[src/rtl/rx_lbuf_sched.sv]
// Receive lbuf scheduler: queues host-posted 4 KiB-aligned buffer addresses
// and hands them out alternately to two receive slots.
module rx_lbuf_sched #(
  parameter int unsigned FIFO_AW = 2
) (
  input  logic                 clk,
  input  logic                 rst,
  input  logic [63:0]          post_addr,
  input  logic                 post_valid,
  input  logic                 flush,
  input  logic                 clr_err,
  output logic [63:0]          lbuf1_addr,
  output logic                 lbuf1_en,
  input  logic                 lbuf1_dn,
  output logic [63:0]          lbuf2_addr,
  output logic                 lbuf2_en,
  input  logic                 lbuf2_dn,
  output logic [FIFO_AW:0]     pending,
  output logic [31:0]          done_cnt,
  output logic                 ovf_err,
  output logic                 aln_err
);

  localparam int unsigned DEPTH = 1 << FIFO_AW;
  localparam int unsigned CW    = FIFO_AW + 1;

  typedef enum logic {
    S_FREE  = 1'b0,
    S_ARMED = 1'b1
  } slot_t;

  logic [63:0]        r_mem [DEPTH];
  logic [FIFO_AW-1:0] r_wr_ptr;
  logic [FIFO_AW-1:0] r_rd_ptr;
  logic [CW-1:0]      r_pending;
  slot_t              r_st1;
  slot_t              r_st2;
  logic               r_nxt;   // 0 selects slot1, 1 selects slot2
  logic [63:0]        r_addr1;
  logic [63:0]        r_addr2;
  logic               r_en1;
  logic               r_en2;
  logic [31:0]        r_done;
  logic               r_ovf;
  logic               r_aln;

  logic               w_aligned;
  logic               w_nonempty;
  logic               w_full;
  logic               w_arm1;
  logic               w_arm2;
  logic               w_pop;
  logic               w_push;
  logic               w_aln_set;
  logic               w_ovf_set;
  logic               w_fin1;
  logic               w_fin2;
  logic [63:0]        w_head;

  // Accept/arm decisions all use registered state, so a post never bypasses the FIFO.
  always_comb begin
    w_aligned  = (post_addr[11:0] == 12'h000);
    w_nonempty = (r_pending != CW'(0));
    w_full     = (r_pending == CW'(DEPTH));
    w_arm1     = !flush && w_nonempty && !r_nxt && (r_st1 == S_FREE);
    w_arm2     = !flush && w_nonempty &&  r_nxt && (r_st2 == S_FREE);
    w_pop      = w_arm1 || w_arm2;
    w_push     = post_valid && w_aligned && !flush && (!w_full || w_pop);
    w_aln_set  = post_valid && !w_aligned && !flush;
    w_ovf_set  = post_valid && w_aligned && !flush && w_full && !w_pop;
    w_fin1     = lbuf1_dn && (r_st1 == S_ARMED);
    w_fin2     = lbuf2_dn && (r_st2 == S_ARMED);
    w_head     = r_mem[r_rd_ptr];
  end

  // FIFO storage carries no reset; only pointers and count define its contents.
  always_ff @(posedge clk) begin
    if (w_push) r_mem[r_wr_ptr] <= post_addr;
  end

  always_ff @(posedge clk) begin
    if (rst) begin
      r_wr_ptr  <= '0;
      r_rd_ptr  <= '0;
      r_pending <= '0;
    end else if (flush) begin
      r_rd_ptr  <= r_wr_ptr;
      r_pending <= '0;
    end else begin
      if (w_push) r_wr_ptr <= r_wr_ptr + FIFO_AW'(1);
      if (w_pop)  r_rd_ptr <= r_rd_ptr + FIFO_AW'(1);
      r_pending <= r_pending + CW'(w_push) - CW'(w_pop);
    end
  end

  // Per-slot FREE/ARMED machines with the alternating next-slot pointer.
  always_ff @(posedge clk) begin
    if (rst) begin
      r_st1   <= S_FREE;
      r_st2   <= S_FREE;
      r_nxt   <= 1'b0;
      r_addr1 <= '0;
      r_addr2 <= '0;
      r_en1   <= 1'b0;
      r_en2   <= 1'b0;
    end else begin
      case (r_st1)
        S_FREE: if (w_arm1) begin
          r_st1   <= S_ARMED;
          r_addr1 <= w_head;
          r_en1   <= 1'b1;
        end
        S_ARMED: if (w_fin1) begin
          r_st1 <= S_FREE;
          r_en1 <= 1'b0;
        end
        default: r_st1 <= S_FREE;
      endcase
      case (r_st2)
        S_FREE: if (w_arm2) begin
          r_st2   <= S_ARMED;
          r_addr2 <= w_head;
          r_en2   <= 1'b1;
        end
        S_ARMED: if (w_fin2) begin
          r_st2 <= S_FREE;
          r_en2 <= 1'b0;
        end
        default: r_st2 <= S_FREE;
      endcase
      if (w_pop) r_nxt <= !r_nxt;
    end
  end

  // Completion counter and sticky error flags (set beats clear).
  always_ff @(posedge clk) begin
    if (rst) begin
      r_done <= '0;
      r_ovf  <= 1'b0;
      r_aln  <= 1'b0;
    end else begin
      r_done <= r_done + 32'(w_fin1) + 32'(w_fin2);
      r_ovf  <= w_ovf_set || (r_ovf && !clr_err);
      r_aln  <= w_aln_set || (r_aln && !clr_err);
    end
  end

  assign lbuf1_addr = r_addr1;
  assign lbuf1_en   = r_en1;
  assign lbuf2_addr = r_addr2;
  assign lbuf2_en   = r_en2;
  assign pending    = r_pending;
  assign done_cnt   = r_done;
  assign ovf_err    = r_ovf;
  assign aln_err    = r_aln;

endmodule

[config.mk]
export PLATFORM = sky130hd
export DESIGN_NAME = rx_lbuf_sched
export DESIGN_NICKNAME = d
export VERILOG_FILES = /design/src/rtl/rx_lbuf_sched.sv
export SDC_FILE = /design/constraint.sdc
export NUM_CORES = 1
export LEC_CHECK = 0
export ABC_AREA = 1
export CAP_MARGIN = 20
export CELL_PAD_IN_SITES_DETAIL_PLACEMENT = 0
export CELL_PAD_IN_SITES_GLOBAL_PLACEMENT = 1
export CORE_MARGIN = 2
export CORE_UTILIZATION = 53
export DETAILED_ROUTE_END_ITERATION = 7
export DONT_BUFFER_PORTS = 1
export GPL_ROUTABILITY_DRIVEN = 0
export PLACE_DENSITY_LB_ADDON = 0.1
export RECOVER_POWER = 50
export SYNTH_ARGS = -nofsm -noshare
export SYNTH_HDL_FRONTEND = slang
export SYNTH_SLANG_ARGS = --single-unit
[constraint.sdc]
create_clock -name clk -period 9.85 [get_ports clk]
set_input_delay 1.97 -clock clk [delete_from_list [all_inputs] [get_ports clk]]
set_output_delay 1.97 -clock clk [all_outputs]
set_load 0.02 [all_outputs]
* Yosys cells after proc, flatten, opt, wreduce, memory -nomap -nowiden
Memory sizes are Yosys's and may differ from the RTL's. A register that Yosys moved wholly into a read port is not among the register bits.
Index checks and enable logic that the tools add are counted.
** Operators by class
- Reductions and logical operators :: 35
- Equal/unequal tests :: 5
- Add/subtract/negate cells :: 6
- Multiplexer cells :: 18
- Bitwise gates (word level) :: 3
** Operator list (count)
- $add A32 B1 Y32 :: 2
- $logic_and A1 B1 Y1 :: 16
- $logic_not A12 Y1 :: 1
- $mux W1 :: 10
- $reduce_and A2 Y1 :: 5
- $mux W2 :: 4
- $pmux W1 S2 :: 4
- $logic_not A1 Y1 :: 6
- $add A2 B1 Y2 const B :: 2
- $logic_or A1 B1 Y1 :: 4
- $ne A2 B1 Y1 const B :: 2
- $ne A2 B2 Y1 const B :: 2
- $add A3 B1 Y3 :: 1
- $eq A3 B3 Y1 const B :: 1
- $not A1 Y1 :: 3
- $reduce_bool A3 Y1 :: 1
- $sub A3 B1 Y3 :: 1
- $reduce_bool A2 Y1 :: 1
- $reduce_or A2 Y1 :: 1
** Storage, ports and cells
- Memories kept :: 1
- Bits in writable memories :: 256
- Word-level logic and storage cells :: 81
- Bits in registers :: 174
** Memories
- r_mem :: words 4, bits a word 64, rd ports 1, clocked after memory_dff 1, write ports 1, line 32 : logic [63:0] r_mem [DEPTH];

* Depth between registers and ports, before layout
Gate-level depths: netlist (run 1).
- Depth after elaboration :: 9
- Gate-level depth with buffers :: 13
- Gate-level depth less buffers :: 13

* Worst setup path before layout (run 1)
Ideal clock, no wire load.
- Kind :: input-to-reg
- Start :: input port flush
- End :: memory r_mem[0][0], enable pin
- Stages :: 5
- Arrival time :: 5.256 ns
- Required time :: 9.364 ns
- Slack :: 4.107 ns
- Cell sequence :: inv_2 nand4_4 nand3_1 nand2_1 nor2_1
** On the way
- Longest elaborated chain between the ends :: 9
** Ends and longest elaborated chain
- start: declaration :: line 10 : input logic flush,
- $logic_not A1 Y1 (*) :: line 65, 66, 68
- $logic_and A1 B1 Y1 :: line 65, 66
- $logic_and A1 B1 Y1, on equally long branches (2 in a row) :: line 65, 66
- $logic_or A1 B1 Y1 :: line 67 : w_pop = w_arm1 || w_arm2;
- $logic_or A1 B1 Y1 :: line 68 : w_push = post_valid && w_aligned && !flush && (!w_full || w_pop);
- $logic_and A1 B1 Y1 (*) :: line 68
- $mux W1 (*) :: line 78 : if (w_push) r_mem[r_wr_ptr] <= post_addr;
- $mux W1 (not written as such) (*) :: line 78
- end: declaration :: line 32
Every way passes the cells marked *; elsewhere a longest branch is shown, timed or not.

* Worst setup path after layout (run 1)
- Start :: input port flush
- End :: register r_pending[2], in the netlist pending[2]
** On the way
- Longest elaborated chain between the ends :: 9
** Ends and longest elaborated chain
- $logic_not A1 Y1 (*) :: line 65, 66
- $logic_and A1 B1 Y1 (*) :: line 65, 66
- $logic_and A1 B1 Y1, on equally long branches (2 in a row) :: line 65, 66
- $logic_or A1 B1 Y1 (*) :: line 67
- via w_pop :: line 52 : logic w_pop;
- $logic_or A1 B1 Y1 :: line 68
- $logic_and A1 B1 Y1 :: line 68
- $add A3 B1 Y3 :: line 92 : r_pending <= r_pending + CW'(w_push) - CW'(w_pop);
- $sub A3 B1 Y3 (*) :: line 92
- end signal: assignment :: line 92
- end: declaration :: line 35 : logic [CW-1:0] r_pending;
Mark *: on every way through the listed nets, which the timed path passes. The rest lies on a longest branch.
A chain may end at the register's enable or synchronous reset.

==> results.md, run 1 <==
- First-pass GRT wire length: between 60000 and 70000 µm
- Max Cap Viol: 1
- Number of synthesized register bits: about 430
- R2R cell count: 12
- Sink Count: around 430
- Setup slack, reg-to-reg: 4700 ps
- Ys async rst share: 0%
- Compound-gate portion of the synthesized area: roughly 12%
- Design area: between 0.015 and 0.02 mm²
- Worst-path clk slew: around 50 ps
- Max-slew headroom: -80.1%
- Worst slew pin tran: 2700 ps
- Status: finished with violations
- CTS resizes: 0
- All-Layer GR Usage: 23.6%
- Pwr dens: around 200 mW/mm²
- Placed cell area: 0.0165 mm²
- Clock Tree Root: clkbuf_16
- Distinct cells, synth: 37
- Die X: roughly 180 µm
- Tmin final: roughly 6100 ps
- Worst VDD drop: 152 µV
- Adder-Cell Fraction of Synth Area: less than 1%
- Post-CTS Hold Buffers: 0
- Most common library cells after synthesis: nor2_1 (461), edfxtp_1 (256), dfxtp_1 (176)
- Design Power: roughly 3600 µW
- Layout cells sized above 1: roughly 6.2%
- CP Cell Sequence: inv_1 -> nand4_1 -> clkbuf_1 -> nand2_1 -> ha_1 -> inv_1 -> ha_1 -> fa_1 -> xor2_1 -> xor2_1 -> nor2_1
- Main synth FF type: edfxtp_1
- Worst hold path type: register to register
- Worst EP required: between 10000 and 15000 ps
- Final HPWL DP: 23100 µm
- Most common cell in the netlist: nor2_1
- CP startpoint: flush
- Unrepaired setup endpoints after global routing: false
- Sequential share of the synthesized area: between 60% and 70%
- Crit path max fanout: 50
- Setup Total Neg Slack: 0 ps
- Crit path capture: pending[2]$_SDFF_PP0_
- Post-route setup slack: 3790 ps
- Post-synthesis xor/xnor area fraction: less than 1%
- Initial Utilization: ~54%
- Dpl ws: roughly 4600 ps
- IO buf count: 0
- Area contributors post-synth: edfxtp_1 (47%), dfxtp_1 (22%), nor2_1 (11%)
- Post-route ant nets: 0
- Worst reg2reg startpoint: pending[1]$_SDFF_PP0_
- Inst Count DP: ~1900
- Largest net degree at the start of global routing: between 90 and 100
- Leak: ~0.0063 µW
- Area growth from synthesis to layout: 9.80%
- Synth area leader: edfxtp_1
- Nets: 1600
- H-tree Lvls: 2
- Failing checks: capacitance limit, slew limit
- Post-CTS setup buffers: 0
- Die ar.: approximately 0.032 mm²
- Clk Latency, worst-skew pair: roughly 550 ps
- Synthesized area: between 0.015 and 0.02 mm²
- First-pass DRT Iterations: 6
- Crit-path slowest cell: clkbuf_1
- DRT Wirelength: about 38000 µm
- Row count: 64
- Number of synthesized flops with an enable pin: approximately 260
- Congestion Overflow GR: 0
- Slowest cell delay on critical path: slightly below 2000 ps
- Critical path class: input pin to register
- Final setup skew: ~12 ps
- Main combinational cell family by area after synthesis: simple AND/OR/NAND/NOR gates
- # DRC: 0
- Total number of cells along the worst setup path: 11
- Final setup viols: 0
- Syn Area/Cell: 10.6 µm²
- Reg2Reg Capture Point: pending[2]$_SDFF_PP0_
- CP top delay family: buffers and inverters
- Final period utilization: ~62%
- F_max: ~170 MHz
- CP Launch Type: input pin
- Synth Area in Simple Gates: between 10 and 15%
- Antenna violations before repair: 0
- Final hold violations: 0
- DRT iter0 DRCs: around 760
- Worst hold stages: 2
- WL per Instance: between 15 and 20 µm
- Number of global-route vias before repair: 10500
- Synth top area share: between 40 and 50%
- Fraction of synthesized area in multiplexers: 0%
- Top Ports: approximately 240
- CTS tree: yes
- Synth warnings: 0
- TritonCTS buffer count: between 40 and 50
- Pins Over Slew Limit: roughly 50
- Clock Tree Buf Depth: 3
- Syn Nets: between 1500 and 2000
- CP bufs+invs: 3
- Routed via count: 10800
- Post-synthesis cell count: 1546
- Die H: roughly 180 µm
- Critical Path AT: 6490 ps
- Floorplan core area: about 0.031 mm²
- Number of diodes: 0
- Routed vias/inst: around 5.5
- Endpoint type of the worst setup path: register
- Post-route insts no fill: 1953
## flip-flops by register name, indices dropped and copies added (netlist names), 2 cells and up, named ones only
name        cells
pending         3
r_mem         256
r_wr_ptr        2
r_rd_ptr        2
lbuf1_addr     64
done_cnt       32
lbuf2_addr     64
## cell families after synthesis
group | count (synthesis)
XOR/XNOR | 9
adder cells (fa/ha/maj) | 9
buffers and inverters | 136
flip-flops | 432
AND/OR/NAND/NOR | 599
AO/OA/AOI/OAI | 361
## cells in the final DEF (no fill, tap or decap), types with 2 or more instances in the layout
cell,Yosys,routed
nand3_1,14,15
o21a_1,2,2
bufinv_16,0,3
inv_6,0,2
inv_2,10,5
edfxtp_1,256,256
inv_4,0,2
clkinv_1,1,15
o21ai_0,102,106
xnor2_1,3,3
nor3_1,2,2
clkbuf_1,43,8
dfxtp_1,176,174
o22ai_1,64,64
ha_1,7,7
and2_1,2,2
nor2_1,461,460
fa_1,2,2
inv_1,38,41
clkinv_2,0,9
a21oi_1,29,29
clkbuf_16,0,46
xor2_1,6,6
nand4_1,5,6
o21ai_1,162,158
nor2_4,3,4
buf_4,10,12
nand2_2,4,2
nand2_1,90,92
or2_2,3,3
nand3b_1,8,8
## worst reg2reg max path, stage by stage (launching register included)
cell and delay, ps:
dfxtp_1 440, nor2_2 200, nand2_4 70, nand4_1 700, clkbuf_1 1980, nand2_1 230
ha_1 430, inv_1 40, ha_1 180, fa_1 370, xor2_1 180, xor2_1 160
nor2_1 50
## how the worst min path moves through the flow
| stage | from | to |
|---|---|---|
| 6_report | r_rd_ptr[1]$_SDFFE_PP0N_ | register |
| 5_1_grt | r_rd_ptr[1]$_SDFFE_PP0N_ | register |
| 4_1_cts | r_rd_ptr[1]$_SDFFE_PP0N_ | register |
| 3_5_place_dp | r_rd_ptr[1]$_SDFFE_PP0N_ | register |
| 3_3_place_gp | r_rd_ptr[1]$_SDFFE_PP0N_ | register |
| 2_1_floorplan | r_rd_ptr[1]$_SDFFE_PP0N_ | register |
## cell type report
type                       instances  area, µm²
fill                            2653      12600
sequential                       432      11200
multi-input combinational        978       4500
clock buffer                      54       1190
tap                              396        495
clock inverter                    30        240
inverter                          49        189
timing repair buffer              14        114
## power breakdown
| part | internal (µW) | switching (µW) |
|---|---|---|
| combinational | 23.7 | 65.4 |
| clock | 943 | 679 |
| sequential | 1910 | 3.87 |
## metal layers
metal | global-route usage (%) | routed length, µm | vias to the layer above
met5 | 0 | 0 | -
met4 | 6.89 | 1010 | 0
met1 | 30.4 | 16400 | 5146
met2 | 39.0 | 18100 | 309
met3 | 6.77 | 2930 | 63
li1 | - | - | 5268
## stage by stage
| stage | utilization (%) | hold slack (ps) |
|---|---|---|
| 3_3_place_gp | 54.2 | 516 |
| 6_report | 58.8 | 519 |
| 3_5_place_dp | 54.2 | 509 |
| 2_1_floorplan | - | 498 |
| 5_1_grt | 58.8 | 541 |
| 4_1_cts | 58.9 | 519 |
Power figures use the tool's default switching activity.
==> inputs of run 2 (changes only) <==
--- a/config.mk
+++ b/config.mk
@@ -10,7 +10,7 @@
 export CELL_PAD_IN_SITES_DETAIL_PLACEMENT = 0
 export CELL_PAD_IN_SITES_GLOBAL_PLACEMENT = 1
 export CORE_MARGIN = 2
-export CORE_UTILIZATION = 53
+export CORE_UTILIZATION = 49
 export DETAILED_ROUTE_END_ITERATION = 7
 export DONT_BUFFER_PORTS = 1
 export GPL_ROUTABILITY_DRIVEN = 0
==> constraint.sdc (replaced) <==
create_clock -name clk -period 6.32 [get_ports clk]
set_input_delay 1.264 -clock clk [delete_from_list [all_inputs] [get_ports clk]]
set_output_delay 1.264 -clock clk [all_outputs]
set_load 0.02 [all_outputs]
==> run 2 against run 1 <==
Net effect: the flow now finishes without violations; clock skew up 0.59 ps; clock-buffer cell count up 14; setup slack worse by 990 ps; power up 63%; wire length up 5.0%; first-iteration DRC count up 4.4%; core utilization down 3.2 points; critical path type unchanged; critical endpoint is now r_mem[2][3]$_DFFE_PP_.
==> results.md, run 2 (same netlist as run 1, synthesis figures left out) <==
- Flop pwr share: 50.6% (was 52.8%)
- Slowest cell delay on critical path: 640 ps (was 1980 ps)
- First-pass GRT wire length: 62200 µm (was 60100 µm)
- F_max: roughly 280 MHz
- Area growth from synthesis to layout: 11.4% (was 9.80%)
- Largest net degree at the start of global routing: 85 (was 97)
- Pwr dens: 324 mW/mm² (was 202 mW/mm²)
- Antenna violations before repair: 1 (was 0)
- Worst slew pin tran: 933 ps (was 2700 ps)
- Worst VDD drop: 233 µV (was 152 µV)
- Endpoint type of the worst setup path: register (unchanged)
- Max reg flops: 256 (unchanged)
- Final hold violations: 0 (unchanged)
- Worst hold margin: 549 ps (was 519 ps)
- Unrepaired setup endpoints after global routing: false (unchanged)
- Most frequent cells in the layout: nor2_1 (460), edfxtp_1 (256), dfxtp_1 (174) (unchanged)
- Most flops, register: r_mem (unchanged)
- DRT Wirelength: 40400 µm (was 38500 µm)
- CP top delay family: simple AND/OR/NAND/NOR gates (was buffers and inverters)
- Congestion Overflow GR: 0 (unchanged)
- First-pass DRT Iterations: 5 (was 6)
- Post-route setup slack: 2810 ps (was 3790 ps)
- Routed via count: 10800 (about the same)
- Clk Latency, worst-skew pair: 550 ps (about the same)
- Clk pwr share: 47.0% (was 44.7%)
- Critical Path AT: 3690 ps (was 6490 ps)
- Initial Utilization: 50.0% (was 53.6%)
- Worst-path clk slew: 60 ps (was 50 ps)
- CP Cell Sequence: nor2_1 -> nand2_1 -> nor2_1 -> nand3_1 -> inv_1 -> nand2_1 -> nor2_4 -> buf_4 (was inv_1 -> nand4_1 -> clkbuf_1 -> nand2_1 -> ha_1 -> inv_1 -> ha_1 -> fa_1 -> xor2_1 -> xor2_1 -> nor2_1)
- All-Layer GR Usage: 22.8% (was 23.6%)
- Status: completed (was finished with violations)
- CP Launch Type: input pin (unchanged)
- Setup Total Neg Slack: 0 ps (unchanged)
- Design area: 0.0182 mm² (was 0.0179 mm²)
- Nets: 1602 (was 1600)
- Post-route ant nets: 0 (unchanged)
- H-tree Lvls: 2 (unchanged)
- Tmin final: approximately 3500 ps
- Placed cell area: 0.0166 mm² (was 0.0165 mm²)
- Most common cell after layout, fill and taps aside: nor2_1 (unchanged)
- Number of global-route vias before repair: 10300 (was 10500)
- Row count: 66 (was 64)
- CTS resizes: 0 (unchanged)
- Max Cap Viol: 0 (was 1)
- Leak: 0.00636 µW (was 0.00627 µW)
- Routed vias/inst: 5.41 (was 5.52)
- Met1 Use GR: 31.0% (was 30.4%)
- Sink Count: 432 (unchanged)
- Critical path class: input pin to register (unchanged)
- # DRC: 0 (unchanged)
- Post-Route Utilization: 55.6% (was 58.8%)
- Final setup viols: 0 (unchanged)
- CTS tree: yes (unchanged)
- Post-CTS setup buffers: 0 (unchanged)
- Clock Tree Buf Depth: 3 (unchanged)
- Dpl ws: 2170 ps (was 4590 ps)
- TritonCTS buffer count: 46 (was 45)
- Die X: 187 µm (was 180 µm)
- Crit path max fanout: 43 (was 50)
- WL per Instance: 20.2 µm (was 19.7 µm)
- Number of diodes: 0 (unchanged)
- IO buf count: 0 (unchanged)
- Floorplan core area: 0.0327 mm² (was 0.0305 mm²)
- Busiest grt layer: met2 (unchanged)
- Worst hold path type: register to register (unchanged)
- Clock Tree Root: clkbuf_16 (unchanged)
- Layout cells sized above 1: 7.12% (was 6.23%)
- Worst EP required: 6500 ps (was 10280 ps)
- CP bufs+invs: 2 (was 3)
- Sw Share: 20.6% (about the same)
- Final setup skew: 12.3 ps (was 11.7 ps)
- Met2 global-route usage: 36.2% (was 39.0%)
- Top Ports: 238 (unchanged)
- Logic pwr share: 2.4% (was 2.5%)
- Die H: 187 µm (was 180 µm)
- P_sw: 1210 µW (was 748 µW)
- Final period utilization: 55.6%
- Pins Over Slew Limit: 0 (was 51)
- Max-slew headroom: 37.6% (was -80.1%)
- Pint: 4690 µW (was 2880 µW)
- Die ar.: 0.0348 mm² (was 0.0323 mm²)
- Final HPWL DP: 24700 µm (was 23100 µm)
- DRT iter0 DRCs: 789 (was 756)
- Met3 Usage GRT: 6.92% (was 6.77%)
- Post-CTS Hold Buffers: 0 (unchanged)
- Crit-path slowest cell: buf_4 (was clkbuf_1)
==> run 2: cell types whose count changed in the layout (fill, tap and decap cells not counted), sizes merged <==
cell,delta
clkbuf,+13
clkinv,-16
inv,+1
bufinv,+1
buf,+2
clkinvlp,+2
==> run 2: stage by stage <==
step           std cells  total power [µW]
2_1_floorplan       1546              3160
3_5_place_dp        1916              3190
3_3_place_gp        1915              3190
6_report            2002              5900
4_1_cts             2002              5950
5_1_grt             2002              6080
==> run 2: area by class of cell <==
type                            instances  area (µm²)
Clock inverter                         18         224
Timing Repair Buffer                   15         138
Clock buffer                           68        1370
Inverter                               49         189
Multi-Input combinational cell        978        4510
Tap cell                              442         553
Fill cell                            2861       14500
Sequential cell                       432       11200
==> run 2: path summary, 6_finish.rpt <==
| path | start | endpoint | slack (ps) | cells after the start |
|---|---|---|---|---|
| max | post_addr[7] | r_mem[2][3]$_DFFE_PP_ | 2810 | 8 |
| min | r_rd_ptr[1]$_SDFFE_PP0N_ | register | 550 | 2 |
| max reg2reg | pending[1]$_SDFF_PP0_ | r_mem[2][3]$_DFFE_PP_ | 3200 | 7 |
| min reg2reg | r_rd_ptr[1]$_SDFFE_PP0N_ | register | 550 | 2 |
==> run 2: metal layers <==
| layer | share of wire, % | vias up |
|---|---|---|
| met2 | 46 | 291 |
| met3 | 7.8 | 52 |
| met5 | 0 | - |
| met4 | 1.7 | 0 |
| met1 | 45 | 5201 |
| li1 | - | 5278 |
==> run 2: worst reg2reg max path, cell delays in order, from the launching register on <==
cell	delay [ps]
dfxtp_1	600
nor2_2	110
nand2_4	100
nand4_4	80
nand3_1	230
nand2_1	310
nor2_4	630
buf_4	650
==> run 2: power groups by stage <==
| stage | clock (µW) | sequential [µW] | combinational [µW] |
|---|---|---|---|
| 2_1_floorplan | 0 | 3040 | 116 |
| 3_5_place_dp | 0 | 3050 | 141 |
| 3_3_place_gp | 0 | 3050 | 140 |
| 5_1_grt | 2940 | 2990 | 157 |
| 4_1_cts | 2820 | 2990 | 141 |
| 6_report | 2770 | 2990 | 140 |
==> inputs of run 3 (changes only) <==
--- a/config.mk
+++ b/config.mk
@@ -10,7 +10,7 @@
 export CELL_PAD_IN_SITES_DETAIL_PLACEMENT = 0
 export CELL_PAD_IN_SITES_GLOBAL_PLACEMENT = 1
 export CORE_MARGIN = 2
-export CORE_UTILIZATION = 49
+export CORE_UTILIZATION = 44
 export DETAILED_ROUTE_END_ITERATION = 7
 export DONT_BUFFER_PORTS = 1
 export GPL_ROUTABILITY_DRIVEN = 0
==> constraint.sdc (replaced) <==
create_clock -name clk -period 3.05 [get_ports clk]
set_input_delay 0.61 -clock clk [delete_from_list [all_inputs] [get_ports clk]]
set_output_delay 0.61 -clock clk [all_outputs]
set_load 0.02 [all_outputs]
==> run 3 against run 2 <==
Net effect: power up 100%; critical path depth increased by 4; largest power group unchanged; wire length increased by 2.0%; first-iteration DRC count decreased by 27%; non-clock buffer count up 14; sequential share of layout area decreased by 0.20 points; core utilization is 5.8 points lower; sequential cell count stayed put.
==> results.md, run 3 (same netlist as run 1, synthesis figures left out) <==
- Worst slew pin tran: 918 ps (was 933 ps)
- Post-route ant nets: 0 (unchanged)
- Routed via count: 10800 (about the same)
- Dpl ws: 85.5 ps (was 2170 ps)
- Worst hold path type: input pin to register (was register to register)
- Status: completed (unchanged)
- Layout cells sized above 1: 7.88% (was 7.12%)
- Largest net degree at the start of global routing: 129 (was 85)
- Max Cap Viol: 0 (unchanged)
- Worst-path clk slew: 60 ps (about the same)
- WL per Instance: 20.2 µm (about the same)
- Tmin final: about 2700 ps
- Design Power: 11800 µW (was 5900 µW)
- TritonCTS buffer count: 46 (unchanged)
- Final HPWL DP: 24900 µm (was 24700 µm)
- Fill cell total of the finished layout: 3391 (was 2861)
- Critical path class: register to register (was input pin to register)
- Top Ports: 238 (unchanged)
- Most flops, register: r_mem (unchanged)
- Worst EP required: 3510 ps (was 6500 ps)
- Clock Tree Root: clkbuf_16 (unchanged)
- CTS resizes: 0 (unchanged)
- CP Launch Type: register (was input pin)
- CTS tree: yes (unchanged)
- Nets: 1616 (was 1602)
- Max reg flops: 256 (unchanged)
- Unrepaired setup endpoints after global routing: false (unchanged)
- Clk Latency, worst-skew pair: 580 ps (was 550 ps)
- Crit path max fanout: 6 (was 43)
- All-Layer GR Usage: 21.4% (was 22.8%)
- Multi-input gate area: 0.00452 mm² (was 0.00451 mm²)
- # DRC: 0 (unchanged)
- Leak: 0.00638 µW (was 0.00636 µW)
- Final setup viols: 0 (unchanged)
- Post-route setup slack: 353 ps (was 2810 ps)
- IO buf count: 0 (unchanged)
- Critical Path AT: 3150 ps (was 3690 ps)
- Number of diodes: 0 (unchanged)
- Most frequent cells in the layout: nor2_1 (458), edfxtp_1 (256), dfxtp_1 (174) (was nor2_1 (460), edfxtp_1 (256), dfxtp_1 (174))
- Final setup skew: 17.0 ps (was 12.3 ps)
- FF/Latch Area: 0.0112 mm² (unchanged)
- Post-CTS Hold Buffers: 0 (unchanged)
- First-pass DRT Iterations: 4 (was 5)
- Max-slew headroom: 38.8% (was 37.6%)
- Post-CTS setup buffers: 0 (unchanged)
- Endpoint type of the worst setup path: register (unchanged)
- Congestion Overflow GR: 0 (unchanged)
- Die ar.: 0.0387 mm² (was 0.0348 mm²)
- Pins Over Slew Limit: 0 (unchanged)
- Worst VDD drop: 418 µV (was 233 µV)
- Die H: 197 µm (was 187 µm)
- Routed vias/inst: 5.30 (was 5.41)
- Final period utilization: 88.4%
- Pwr dens: 646 mW/mm² (was 324 mW/mm²)
- Die X: 197 µm (was 187 µm)
- Final hold violations: 0 (unchanged)
- Floorplan core area: 0.0366 mm² (was 0.0327 mm²)
- Clock Tree Buf Depth: 3 (unchanged)
- First-pass GRT wire length: 63300 µm (was 62200 µm)
- Number of global-route vias before repair: 10700 (was 10300)
- DRT iter0 DRCs: 574 (was 789)
- Most common cell after layout, fill and taps aside: nor2_1 (unchanged)
- Antenna violations before repair: 0 (was 1)
- Initial Utilization: 44.6% (was 50.0%)
- DRT Wirelength: 41200 µm (was 40400 µm)
- Row count: 70 (was 66)
- H-tree Lvls: 2 (unchanged)
- Sink Count: 432 (unchanged)
- Area growth from synthesis to layout: 11.7% (was 11.4%)
- F_max: ~370 MHz
run 3: path summary, 6_finish.rpt:
check / slack, ps / endpoint / from / depth (start not counted)
setup reg to reg: 350 / pending[2]$_SDFF_PP0_ / pending[1]$_SDFF_PP0_ / 12
hold reg to reg: 530 / register / r_rd_ptr[1]$_SDFFE_PP0N_ / 2
hold / removal: 100 / done_cnt[0]$_SDFF_PP0_ / rst / 1
setup / recovery: 350 / pending[2]$_SDFF_PP0_ / pending[1]$_SDFF_PP0_ / 12
run 3: power breakdown:
| part | internal [µW] | switching (µW) | leakage (µW) | total [µW] |
|---|---|---|---|---|
| clock network | 3050 | 2240 | 0.000718 | 5300 |
| logic | 86.0 | 226 | 0.00194 | 312 |
| registers | 6170 | 4.26 | 0.00372 | 6180 |
| total | 9310 | 2470 | 0.00638 | 11800 |
run 3: layout make-up:
class / instances / share of cell area (%)
Sequential cell: 432 / 61.4
Multi-Input combinational cell: 978 / 24.8
Clock buffer: 68 / 7.33
Tap cell: 468 / 3.21
Timing Repair Buffer: 29 / 1.65
Inverter: 49 / 1.03
Clock inverter: 17 / 0.583
run 3: routing by layer:
layer / vias to the layer above / routed length, µm / part of all wire, % / global-route usage, %
met5: - / 0 / 0 / 0
met4: 0 / 1020 / 2.5 / 7.38
met3: 63 / 2770 / 6.7 / 5.56
met2: 240 / 19600 / 48 / 35.7
met1: 5202 / 17800 / 43 / 27.3
li1: 5307 / - / - / -
run 3: worst max-delay path, stage by stage, from the launching register on:
cell,delay [ps]
dfxtp_1,570
nor2_1,140
nand2_4,100
nand4_1,130
nand3_1,240
nand2_1,130
ha_1,290
inv_1,40
ha_1,180
fa_1,370
xor2_1,200
xor2_1,160
nor2_1,50
run 3: stage by stage:
stage	cells	hold WS [ps]	utilization, %	area, µm²	setup TNS (ps)
2_1_floorplan	1546	498	-	16400	-78640
3_3_place_gp	1956	523	46.0	16800	0
3_5_place_dp	1956	517	46.0	16800	0
4_1_cts	2041	63.5	49.9	18300	0
5_1_grt	2041	77.3	49.9	18300	0
6_report	2041	105	49.9	18300	0
